==> src/rtl/alu_issue_pkg.sv <==
// Shared encodings for the alu_issue slice: ALU operation codes and the
// RV32I opcode/funct constants used by the decoder.
package alu_issue_pkg;

  typedef enum logic [2:0] {
    ALU_AND = 3'd0,
    ALU_OR  = 3'd1,
    ALU_XOR = 3'd2,
    ALU_SLL = 3'd3,
    ALU_SRL = 3'd4,
    ALU_ADD = 3'd5,
    ALU_SUB = 3'd6
  } alu_op_e;

  localparam logic [6:0] OPC_OP     = 7'b0110011;
  localparam logic [6:0] OPC_OP_IMM = 7'b0010011;

  localparam logic [6:0] F7_BASE = 7'b0000000;
  localparam logic [6:0] F7_ALT  = 7'b0100000;

  localparam logic [2:0] F3_ADD  = 3'b000;
  localparam logic [2:0] F3_SLL  = 3'b001;
  localparam logic [2:0] F3_SLT  = 3'b010;
  localparam logic [2:0] F3_SLTU = 3'b011;
  localparam logic [2:0] F3_XOR  = 3'b100;
  localparam logic [2:0] F3_SR   = 3'b101;
  localparam logic [2:0] F3_OR   = 3'b110;
  localparam logic [2:0] F3_AND  = 3'b111;

endpackage

==> src/rtl/alu_issue_decode.sv <==
// Combinational RV32I OP / OP-IMM decoder: instr -> {alu_op, use_imm, imm, rd, illegal}.
module alu_decode
  import alu_issue_pkg::*;
#(
  parameter int unsigned WORD_SIZE = 32
) (
  input  logic [31:0]          instr,
  output logic [2:0]           alu_op,
  output logic                 use_imm,
  output logic [WORD_SIZE-1:0] imm,
  output logic [4:0]           rd,
  output logic                 illegal
);

  logic [6:0] opcode;
  logic [2:0] funct3;
  logic [6:0] funct7;
  alu_op_e    op;
  logic       unused_rs1;

  assign opcode     = instr[6:0];
  assign funct3     = instr[14:12];
  assign funct7     = instr[31:25];
  assign rd         = instr[11:7];
  assign unused_rs1 = ^instr[19:15];
  assign alu_op     = op;

  always_comb begin
    op      = ALU_ADD;
    use_imm = 1'b0;
    imm     = '0;
    illegal = 1'b0;
    unique case (opcode)
      OPC_OP: begin
        if (funct7 == F7_BASE) begin
          case (funct3)
            F3_ADD:  op = ALU_ADD;
            F3_SLL:  op = ALU_SLL;
            F3_XOR:  op = ALU_XOR;
            F3_SR:   op = ALU_SRL;
            F3_OR:   op = ALU_OR;
            F3_AND:  op = ALU_AND;
            default: illegal = 1'b1;
          endcase
        end else if (funct7 == F7_ALT && funct3 == F3_ADD) begin
          op = ALU_SUB;
        end else begin
          illegal = 1'b1;
        end
      end
      OPC_OP_IMM: begin
        use_imm = 1'b1;
        imm     = {{(WORD_SIZE-12){instr[31]}}, instr[31:20]};
        case (funct3)
          F3_ADD: op = ALU_ADD;
          F3_XOR: op = ALU_XOR;
          F3_OR:  op = ALU_OR;
          F3_AND: op = ALU_AND;
          F3_SLL, F3_SR: begin
            // Shift-immediates take only the 5-bit shamt; a non-zero imm[11:5] is SRAI or garbage.
            op  = (funct3 == F3_SLL) ? ALU_SLL : ALU_SRL;
            imm = {{(WORD_SIZE-5){1'b0}}, instr[24:20]};
            if (funct7 != F7_BASE) illegal = 1'b1;
          end
          default: illegal = 1'b1;
        endcase
      end
      default: illegal = 1'b1;
    endcase
    if (illegal) begin
      op      = ALU_ADD;
      use_imm = 1'b0;
      imm     = '0;
    end
  end

endmodule

==> src/rtl/alu_issue.sv <==
// Issue + writeback stage around the external alu: registered decode/issue,
// then a writeback register with valid/ready backpressure and flush.
module alu_issue
  import alu_issue_pkg::*;
#(
  parameter int unsigned WORD_SIZE = 32
) (
  input  logic                 clk,
  input  logic                 rst,
  input  logic                 flush,
  input  logic                 in_valid,
  output logic                 in_ready,
  input  logic [31:0]          instr,
  input  logic [WORD_SIZE-1:0] rs1_data,
  input  logic [WORD_SIZE-1:0] rs2_data,
  output logic [2:0]           alu_op,
  output logic [WORD_SIZE-1:0] arg1,
  output logic [WORD_SIZE-1:0] arg2,
  output logic                 ex_valid,
  input  logic [WORD_SIZE-1:0] alu_result,
  output logic                 wb_valid,
  input  logic                 wb_ready,
  output logic [4:0]           wb_rd,
  output logic [WORD_SIZE-1:0] wb_data,
  output logic                 wb_we,
  output logic                 wb_illegal
);

  logic [2:0]           dec_op;
  logic                 dec_use_imm;
  logic [WORD_SIZE-1:0] dec_imm;
  logic [4:0]           dec_rd;
  logic                 dec_illegal;

  alu_decode #(.WORD_SIZE(WORD_SIZE)) u_decode (
    .instr   (instr),
    .alu_op  (dec_op),
    .use_imm (dec_use_imm),
    .imm     (dec_imm),
    .rd      (dec_rd),
    .illegal (dec_illegal)
  );

  logic                 ex_valid_q,  ex_valid_d;
  logic [2:0]           alu_op_q,    alu_op_d;
  logic [WORD_SIZE-1:0] arg1_q,      arg1_d;
  logic [WORD_SIZE-1:0] arg2_q,      arg2_d;
  logic [4:0]           ex_rd_q,     ex_rd_d;
  logic                 ex_we_q,     ex_we_d;
  logic                 ex_ill_q,    ex_ill_d;
  logic                 wb_valid_q,  wb_valid_d;
  logic [4:0]           wb_rd_q,     wb_rd_d;
  logic [WORD_SIZE-1:0] wb_data_q,   wb_data_d;
  logic                 wb_we_q,     wb_we_d;
  logic                 wb_ill_q,    wb_ill_d;

  logic advance;
  logic accept;

  assign advance  = !wb_valid_q || wb_ready;
  assign in_ready = !ex_valid_q || advance;
  assign accept   = in_valid && in_ready;

  always_comb begin
    ex_valid_d = ex_valid_q;
    alu_op_d   = alu_op_q;
    arg1_d     = arg1_q;
    arg2_d     = arg2_q;
    ex_rd_d    = ex_rd_q;
    ex_we_d    = ex_we_q;
    ex_ill_d   = ex_ill_q;
    if (accept) begin
      ex_valid_d = 1'b1;
      alu_op_d   = dec_op;
      arg1_d     = dec_illegal ? '0 : rs1_data;
      arg2_d     = dec_illegal ? '0 : (dec_use_imm ? dec_imm : rs2_data);
      ex_rd_d    = dec_rd;
      ex_we_d    = !dec_illegal && (dec_rd != 5'd0);
      ex_ill_d   = dec_illegal;
    end else if (advance) begin
      ex_valid_d = 1'b0;
    end

    wb_valid_d = wb_valid_q;
    wb_rd_d    = wb_rd_q;
    wb_data_d  = wb_data_q;
    wb_we_d    = wb_we_q;
    wb_ill_d   = wb_ill_q;
    if (ex_valid_q && advance) begin
      wb_valid_d = 1'b1;
      wb_rd_d    = ex_rd_q;
      wb_data_d  = ex_ill_q ? '0 : alu_result;
      wb_we_d    = ex_we_q;
      wb_ill_d   = ex_ill_q;
    end else if (wb_ready) begin
      wb_valid_d = 1'b0;
    end

    // Flush only kills the valids; payload registers may load but are never observed as live.
    if (flush) begin
      ex_valid_d = 1'b0;
      wb_valid_d = 1'b0;
    end
  end

  always_ff @(posedge clk) begin
    if (rst) begin
      ex_valid_q <= 1'b0;
      alu_op_q   <= '0;
      arg1_q     <= '0;
      arg2_q     <= '0;
      ex_rd_q    <= '0;
      ex_we_q    <= 1'b0;
      ex_ill_q   <= 1'b0;
      wb_valid_q <= 1'b0;
      wb_rd_q    <= '0;
      wb_data_q  <= '0;
      wb_we_q    <= 1'b0;
      wb_ill_q   <= 1'b0;
    end else begin
      ex_valid_q <= ex_valid_d;
      alu_op_q   <= alu_op_d;
      arg1_q     <= arg1_d;
      arg2_q     <= arg2_d;
      ex_rd_q    <= ex_rd_d;
      ex_we_q    <= ex_we_d;
      ex_ill_q   <= ex_ill_d;
      wb_valid_q <= wb_valid_d;
      wb_rd_q    <= wb_rd_d;
      wb_data_q  <= wb_data_d;
      wb_we_q    <= wb_we_d;
      wb_ill_q   <= wb_ill_d;
    end
  end

  assign ex_valid   = ex_valid_q;
  assign alu_op     = alu_op_q;
  assign arg1       = arg1_q;
  assign arg2       = arg2_q;
  assign wb_valid   = wb_valid_q;
  assign wb_rd      = wb_rd_q;
  assign wb_data    = wb_data_q;
  assign wb_we      = wb_we_q;
  assign wb_illegal = wb_ill_q;

endmodule

==> config.mk <==
export PLATFORM = sky130hd
export DESIGN_NAME = alu_issue
export DESIGN_NICKNAME = d
export VERILOG_FILES = /design/src/rtl/alu_issue_pkg.sv /design/src/rtl/alu_issue_decode.sv /design/src/rtl/alu_issue.sv
export SDC_FILE = /design/constraint.sdc
export NUM_CORES = 1
export LEC_CHECK = 0
export CAP_MARGIN = 20
export CORE_MARGIN = 1
export CORE_UTILIZATION = 43
export CTS_BUF_LIST = sky130_fd_sc_hd__clkbuf_2 sky130_fd_sc_hd__clkbuf_4 sky130_fd_sc_hd__clkbuf_8
export DETAILED_ROUTE_END_ITERATION = 7
export GPL_TIMING_DRIVEN = 0
export PLACE_DENSITY = 0.95
export SETUP_SLACK_MARGIN = 0.15
export SLEW_MARGIN = 10
export SYNTH_ARGS = -nofsm -noshare
export SYNTH_HDL_FRONTEND = slang
export SYNTH_SLANG_ARGS = --single-unit
==> constraint.sdc <==
create_clock -name clk -period 4.46 [get_ports clk]
set_input_delay 0.892 -clock clk [delete_from_list [all_inputs] [get_ports clk]]
set_output_delay 0.892 -clock clk [all_outputs]
set_load 0.005 [all_outputs]
==> metrics.log, run 1 <==
[metrics] Tightest Pin Transition: 0.697 ns
[metrics] largest fanout on the critical path: 10
[metrics] combinational family with the most area after synthesis: compound AO/OA/AOI/OAI gates
[metrics] fraction of synthesized cell area in xor and xnor cells: 0.409%
[metrics] cell area after technology mapping: 0.00428 sq mm
[metrics] crit path time final: 3.53 ns
[metrics] Synth Instances: 461
[metrics] starting density of the core: 44.0%
[metrics] count of flip-flops with a built-in enable after synthesis: 0
[metrics] fill cell instance count of the final layout: 675
[metrics] share of post-route cells with drive strength above 1: 6.60%
[metrics] Placement Rows: 36
[metrics] DIE HEIGHT: 102 microns
[metrics] number of maximum-capacitance violations: 0
[metrics] post-route total power: 2.24 mW
[metrics] via count of the first global-routing pass: 4,563
[metrics] total negative slack: 0 ns
[metrics] clock tree from TritonCTS: yes
[metrics] Worst R2R Setup Slack: 2.15 ns
[metrics] Finish-stage setup viols: 0
[metrics] die width: 102 microns
[metrics] overall via count from detail_route: 4,429
[metrics] async set-or-reset flop fraction in the synthesized netlist: 0%
[metrics] number of levels in the clock H-tree: 4
[metrics] post-synthesis share of cell area spent on full adders, half adders and majority gates: 0%
[metrics] number of max-slew violations in the final report: 0
[metrics] Worst Hold Class: reg -> reg
[metrics] slack of the critical path: 0.934 ns
[metrics] Remaining Overflow, GRT: 0
[metrics] I/O pin cnt: 242
[metrics] worst vdd ir: 0.000223 V
[metrics] iteration-0 DRC count of the detailed router: 113
[metrics] core area: 0.00973 sq mm
[metrics] die footprint: 0.0104 sq mm
[metrics] detailed-route wire length: 14.4 mm
[metrics] remaining antenna violation count after routing: 0
[metrics] highest-count cells in the layout ignoring fill and taps: clkdlybuf4s50_1, dfxtp_1, nand2_1
[metrics] hpwl dp: 10.9 mm
[metrics] worst slack on hold paths: 0.445 ns
[metrics] Max stage delay cell, worst path: clkdlybuf4s50_1
[metrics] Fin Clk Skew: 0.00527 ns
[metrics] crit path DAT: 2.63 ns
[metrics] antenna violations before repair: 0
[metrics] Hold Vio Cnt, Final: 0
[metrics] Layout Cells excl Fill: 860
[metrics] cts repair resizes: 0
[metrics] GP Congestion: 0.794
[metrics] required time of the critical path: 3.57 ns
[metrics] drt first pass iters: 4
[metrics] growth of design area from synthesis to finish: 68.1%
[metrics] aggregate global-route resource usage: 28.0%
[metrics] Port Buffer Count: 235
[metrics] largest stage delay on the critical path: 0.59 ns
[metrics] DRC violation count after routing: 0
[metrics] status: completed
[metrics] DR WL/cell: 16.8 microns
[metrics] library cell used as clock root buffer: clkbuf_8
[metrics] launching element type of the critical path: input pin
[metrics] period utilization: 79.1%
[metrics] diode insertion count for antenna repair: 0
[metrics] power density cells: 312 mW/mm^2
[metrics] register bit count reported by yosys: 115
[metrics] worst-case headroom to the max-slew limit: 53.1%
[metrics] Static Leakage: 2.58 nW
[metrics] Clock Sink Count: 115
[metrics] most frequent cell on the critical path: clkdlybuf4s50_1
[metrics] post-place setup slack: 0.939 ns
[metrics] element type at the critical path end: output pin
[metrics] highest clock rate: 0.284 GHz
[metrics] buffers inserted during post-CTS setup optimization: 0
[metrics] post-synthesis cell type count: 37
[metrics] complex-gate fraction of the synthesized area: 19.8%
[metrics] main flop type after synthesis: dfxtp_1
[metrics] # hold bufs at CTS: 0
[metrics] fraction of synthesized area in multiplexers: 2.75%
[metrics] mean area per synthesized cell: 9.28 sq um
[metrics] crit path cell chain: clkdlybuf4s50_1 > and3b_1 > inv_1 > clkbuf_1 > clkdlybuf4s50_1
[metrics] kind of critical path: in -> out
[metrics] Post-Place Cells: 829
[metrics] net count of the mapped netlist: 594
[metrics] Clk pin slew, worst setup/hold paths: 0.06 ns
[metrics] part of the Yosys area used for sequential elements: 53.8%
[metrics] Post-layout nets: 848
[metrics] largest net degree at the start of global routing: 17
[metrics] detailed-route vias per instance: 5.15
[metrics] Synth Area in Simple Gates: 18.3%
[metrics] first-pass GRT wire length: 21.8 mm
[metrics] most common library cell in the layout ignoring fill and taps: clkdlybuf4s50_1
[metrics] insertion delay to the later sink of the worst-skew pair: 0.42 ns
[metrics] maximum clock insertion buffer count: 2
[metrics] synth warn: 0
[metrics] total clock buffers created by CTS: 17
[metrics] RSZ-0062 raised after global routing: false
cells in the mapped netlist (4+ instances only):
cell	number	area (sq um)
a21oi_1	51	255
clkbuf_1	23	86.3
nand2_1	80	300
mux2_2	6	67.6
nand3b_1	32	240
buf_1	4	15.0
nor2_1	26	97.6
mux2i_1	5	50.1
buf_6	5	56.3
a22o_1	44	385
o21ai_1	20	100
dfxtp_1	115	2300
inv_1	10	37.5
nand3_1	7	35.0
critical path: cells and delay by family:
kind	cells	cell delay [ns]
buffers and inverters	4	1.51
AND/OR/NAND/NOR	1	0.23
final timing paths:
check,start,end,depth (start not counted)
worst max register to register,wb_valid,arg2[31],7
worst min-delay path,arg2[21],arg2[21],2
worst max-delay path,wb_ready,in_ready,5
worst min register to register,arg2[21],arg2[21],2
metrics by stage:
step / cell area, sq um / utilization [%]
4_1_cts: 7190 / 73.9
3_5_place_dp: 6800 / 69.9
3_3_place_gp: 6800 / 69.9
6_report: 7190 / 73.9
5_1_grt: 7190 / 73.9
2_1_floorplan: 4280 / -
cells by family after synthesis:
logic type | count (synthesis)
buffers and inverters | 45
xor gates and xnor gates | 2
muxes | 11
and+or+nand+nor | 160
DFF | 115
AOI/OAI and AO/OA | 128
metal layers:
| metal | track usage, % | share of wire (%) |
|---|---|---|
| met1 | 27.0 | 37 |
| met2 | 50.9 | 51 |
| met3 | 12.1 | 9.0 |
| met4 | 13.4 | 3.3 |
| met5 | 0 | 0 |
state kept, by name (all words and copies together), names as in the netlist:
name / count
alu_op: 3
ex_valid: 1
ex_ill_q: 1
ex_we_q: 1
wb_rd: 5
wb_data: 32
wb_illegal: 1
wb_valid: 1
arg1: 32
wb_we: 1
arg2: 32
ex_rd_q: 5
where the power goes:
group	internal (mW)	leakage (nW)	switching, mW
clock	0.547	0.194	0.414
combinational	0.146	1.46	0.0872
sequential	1.04	0.930	0.00916
cell type report:
class / instances / area, sq um / area share [%]
clock inverter: 9 / 105 / 1.46
tap: 133 / 166 / 2.31
timing repair buffer: 235 / 2350 / 32.7
clock buffer: 22 / 290 / 4.04
buffer: 35 / 173 / 2.40
inverter: 10 / 37.5 / 0.522
multi-input combinational: 301 / 1770 / 24.6
sequential: 115 / 2300 / 32.0
Note: power is estimated with default switching activity, not from simulation.
==> run 2, diff against run 1 <==
--- a/config.mk
+++ b/config.mk
@@ -7,11 +7,11 @@
 export LEC_CHECK = 0
 export CAP_MARGIN = 20
 export CORE_MARGIN = 1
-export CORE_UTILIZATION = 43
+export CORE_UTILIZATION = 36
 export CTS_BUF_LIST = sky130_fd_sc_hd__clkbuf_2 sky130_fd_sc_hd__clkbuf_4 sky130_fd_sc_hd__clkbuf_8
 export DETAILED_ROUTE_END_ITERATION = 7
 export GPL_TIMING_DRIVEN = 0
-export PLACE_DENSITY = 0.95
+export PLACE_DENSITY = 0.89
 export SETUP_SLACK_MARGIN = 0.15
 export SLEW_MARGIN = 10
 export SYNTH_ARGS = -nofsm -noshare
==> constraint.sdc (replaced) <==
create_clock -name clk -period 3 [get_ports clk]
set_input_delay 0.6 -clock clk [delete_from_list [all_inputs] [get_ports clk]]
set_output_delay 0.6 -clock clk [all_outputs]
set_load 0.005 [all_outputs]
==> metrics.log, run 2 (synthesis results as in run 1) <==
[metrics] status: complete, but fails checks
[metrics] violated checks: design-rule violations
[metrics] DIE HEIGHT: 111 microns (+9.1%)
[metrics] Finish-stage setup viols: 0 (unchanged)
[metrics] Layout Cells excl Fill: 871 (+1.3%)
[metrics] DR WL/cell: 16.3 microns (-2.6%)
[metrics] largest stage delay on the critical path: 0.55 ns (-0.04 ns)
[metrics] Critical path destination: in_ready
[metrics] number of maximum-capacitance violations: 0 (unchanged)
[metrics] hpwl dp: 11.1 mm (+1.4%)
[metrics] switching power summed over all nets: 0.748 mW (+47%)
[metrics] Post-Place Cells: 839 (+1.2%)
[metrics] Placement Rows: 39 (+8.3%)
[metrics] iteration-0 DRC count of the detailed router: 282 (+150%)
[metrics] DRC violation count after routing: 30 (+30)
[metrics] diode insertion count for antenna repair: 0 (unchanged)
[metrics] remaining antenna violation count after routing: 0 (unchanged)
[metrics] starting density of the core: 37.2% (-6.8 points)
[metrics] maximum clock insertion buffer count: 2 (unchanged)
[metrics] Clock Sink Count: 115 (unchanged)
[metrics] worst slack on hold paths: 0.452 ns (+0.00629 ns)
[metrics] start of the worst register-to-register path: ex_valid
[metrics] Clk pin slew, worst setup/hold paths: 0.06 ns (about the same)
[metrics] highest-count cells in the layout ignoring fill and taps: clkdlybuf4s50_1, dfxtp_1, nand2_1
[metrics] RSZ-0062 raised after global routing: false
[metrics] clock tree from TritonCTS: yes
[metrics] crit path DAT: 2.18 ns (-0.45 ns)
[metrics] library cell used as clock root buffer: clkbuf_8
[metrics] number of levels in the clock H-tree: 4 (unchanged)
[metrics] Post-layout nets: 848 (unchanged)
[metrics] Sequential Power Share: 46.2% (-0.6 points)
[metrics] most frequent cell on the critical path: clkdlybuf4s50_1
[metrics] aggregate global-route resource usage: 23.1% (-4.8 points)
[metrics] GP Congestion: 0.844 (+6.3%)
[metrics] number of max-slew violations in the final report: 0 (unchanged)
[metrics] core occupancy in the finished layout: 62.8% (-11 points)
[metrics] Tightest Pin Transition: 0.756 ns (+0.0585 ns)
[metrics] worst-case headroom to the max-slew limit: 49.2% (-3.9 points)
[metrics] launching element type of the critical path: input pin
[metrics] CP Launch Point: wb_ready
[metrics] die width: 111 microns (+9.1%)
[metrics] antenna violations before repair: 0 (unchanged)
[metrics] first-pass GRT wire length: 22.5 mm (+3.1%)
[metrics] Worst R2R Setup Slack: 0.78 ns (-1.37 ns)
[metrics] growth of design area from synthesis to finish: 68.9%
[metrics] drt first pass iters: 7 (+3)
[metrics] Port Buffer Count: 235 (unchanged)
[metrics] element type at the critical path end: output pin
[metrics] reg-to-reg endpoint: arg1[30]
[metrics] I/O pin cnt: 242 (unchanged)
[metrics] detailed-route wire length: 14.2 mm (-1.3%)
[metrics] worst vdd ir: 0.000272 V (+22%)
[metrics] Pint: 2.63 mW (+52%)
[metrics] largest net degree at the start of global routing: 17 (unchanged)
[metrics] core area: 0.0115 sq mm (+18%)
[metrics] highest clock rate: 0.360 GHz
[metrics] detailed-route vias per instance: 5.06 (-1.7%)
[metrics] via count of the first global-routing pass: 4,568 (+0.11%)
[metrics] Fin Clk Skew: 0.00943 ns (+0.00416 ns)
[metrics] crit path cell chain: clkdlybuf4s50_1 > and3b_1 > inv_1 > clkbuf_2 > clkdlybuf4s50_1
[metrics] overall via count from detail_route: 4,410 (-0.43%)
[metrics] most common library cell in the layout ignoring fill and taps: clkdlybuf4s50_1
[metrics] total clock buffers created by CTS: 17 (unchanged)
[metrics] worst-case reg-to-reg path depth: 6 (-1)
[metrics] Max stage delay cell, worst path: clkdlybuf4s50_1
[metrics] kind of critical path: in -> out
[metrics] share of post-route cells with drive strength above 1: 6.87% (+0.27 points)
[metrics] largest fanout on the critical path: 10 (unchanged)
[metrics] period utilization: 92.6%
[metrics] crit path time final: 2.78 ns
[metrics] logic depth of the worst path, buffers included: 5 (unchanged)
[metrics] Remaining Overflow, GRT: 0 (unchanged)
[metrics] Hold Vio Cnt, Final: 0 (unchanged)
[metrics] insertion delay to the later sink of the worst-skew pair: 0.41 ns (about the same)
[metrics] # hold bufs at CTS: 0 (unchanged)
[metrics] power density cells: 467 mW/mm^2 (+50%)
[metrics] required time of the critical path: 2.40 ns (-1.17 ns)
[metrics] buffering stage count on the worst path with inverters included: 4 (unchanged)
[metrics] Worst Hold Class: reg -> reg
[metrics] die footprint: 0.0123 sq mm (+19%)
[metrics] Static Leakage: 2.60 nW (+0.80%)
[metrics] category of cells accounting for the largest share of critical-path delay: buffers and inverters
[metrics] combinational cell fraction of total power: 10.2% (-0.2 points)
[metrics] switching power share of the total: 22.1% (-0.59 points)
[metrics] buffers inserted during post-CTS setup optimization: 0 (unchanged)
[metrics] share of power burned in the clock network: 43.6% (+0.8 points)
## run 2: worst min-delay path by stage
stage | startpoint | endpoint | slack, ns | cells past startpoint
after global placement | arg2[14] | arg2[14] | 0.44 | 2
after global routing | arg2[27] | arg2[27] | 0.47 | 2
after floorplan | ex_rd_q[0] | wb_rd[0] | 0.43 | 2
after detailed placement | arg2[27] | arg2[27] | 0.44 | 2
after CTS | arg2[27] | arg2[27] | 0.45 | 2
final | arg2[27] | arg2[27] | 0.45 | 2
## run 2: metrics by stage
stage | cell area (sq um) | total power [mW] | TNS [ns] | setup slack, ns
floorplan | 4280 | 1.70 | 0 | 0.796
global placement | 6810 | 1.93 | 0 | 0.0392
detailed placement | 6810 | 1.94 | -0.0217 | -0.0114
CTS | 7230 | 3.41 | 0 | 0.212
global route | 7230 | 3.52 | 0 | 0.155
finish | 7230 | 3.38 | 0 | 0.222
## run 2: layer usage
| layer | up-vias | track usage [%] | wire length, microns |
|---|---|---|---|
| met2 | 206 | 41.7 | 7160 |
| met4 | 0 | 9.46 | 297 |
| met5 | - | 0 | 0 |
| met1 | 2068 | 24.1 | 5390 |
| met3 | 21 | 8.75 | 1380 |
| li1 | 2115 | - | - |
## run 2: power by group through the flow
stage,Combinational (mW),Sequential (mW),Clock (mW)
finish,0.346,1.56,1.47
global route,0.371,1.56,1.59
CTS,0.346,1.56,1.50
global placement,0.335,1.59,0
floorplan,0.104,1.59,0
detailed placement,0.344,1.59,0
## run 2: final cells by class
| cell class | count | area [sq um] |
|---|---|---|
| clock buffer | 24 | 318 |
| buffer | 35 | 174 |
| sequential | 115 | 2300 |
| tap | 143 | 179 |
| timing repair buffer | 235 | 2350 |
| multi-input combinational | 301 | 1770 |
| inverter | 10 | 37.5 |
| clock inverter | 8 | 98.8 |
| fill | 905 | 4290 |
## run 2: worst reg2reg max path, stage by stage (launching register included)
cell and delay, ns:
dfxtp_1 0.38, and3b_1 0.29, inv_1 0.08, a21oi_1 0.27, clkbuf_1 0.47, clkbuf_1 0.44
a22o_1 0.24
## run 2: timing repair
item / in CTS / in global routing
endpoints found under the setup margin: 1 / 0
hold endpoints to repair: 0 / 0
resized for setup: 1 / 0
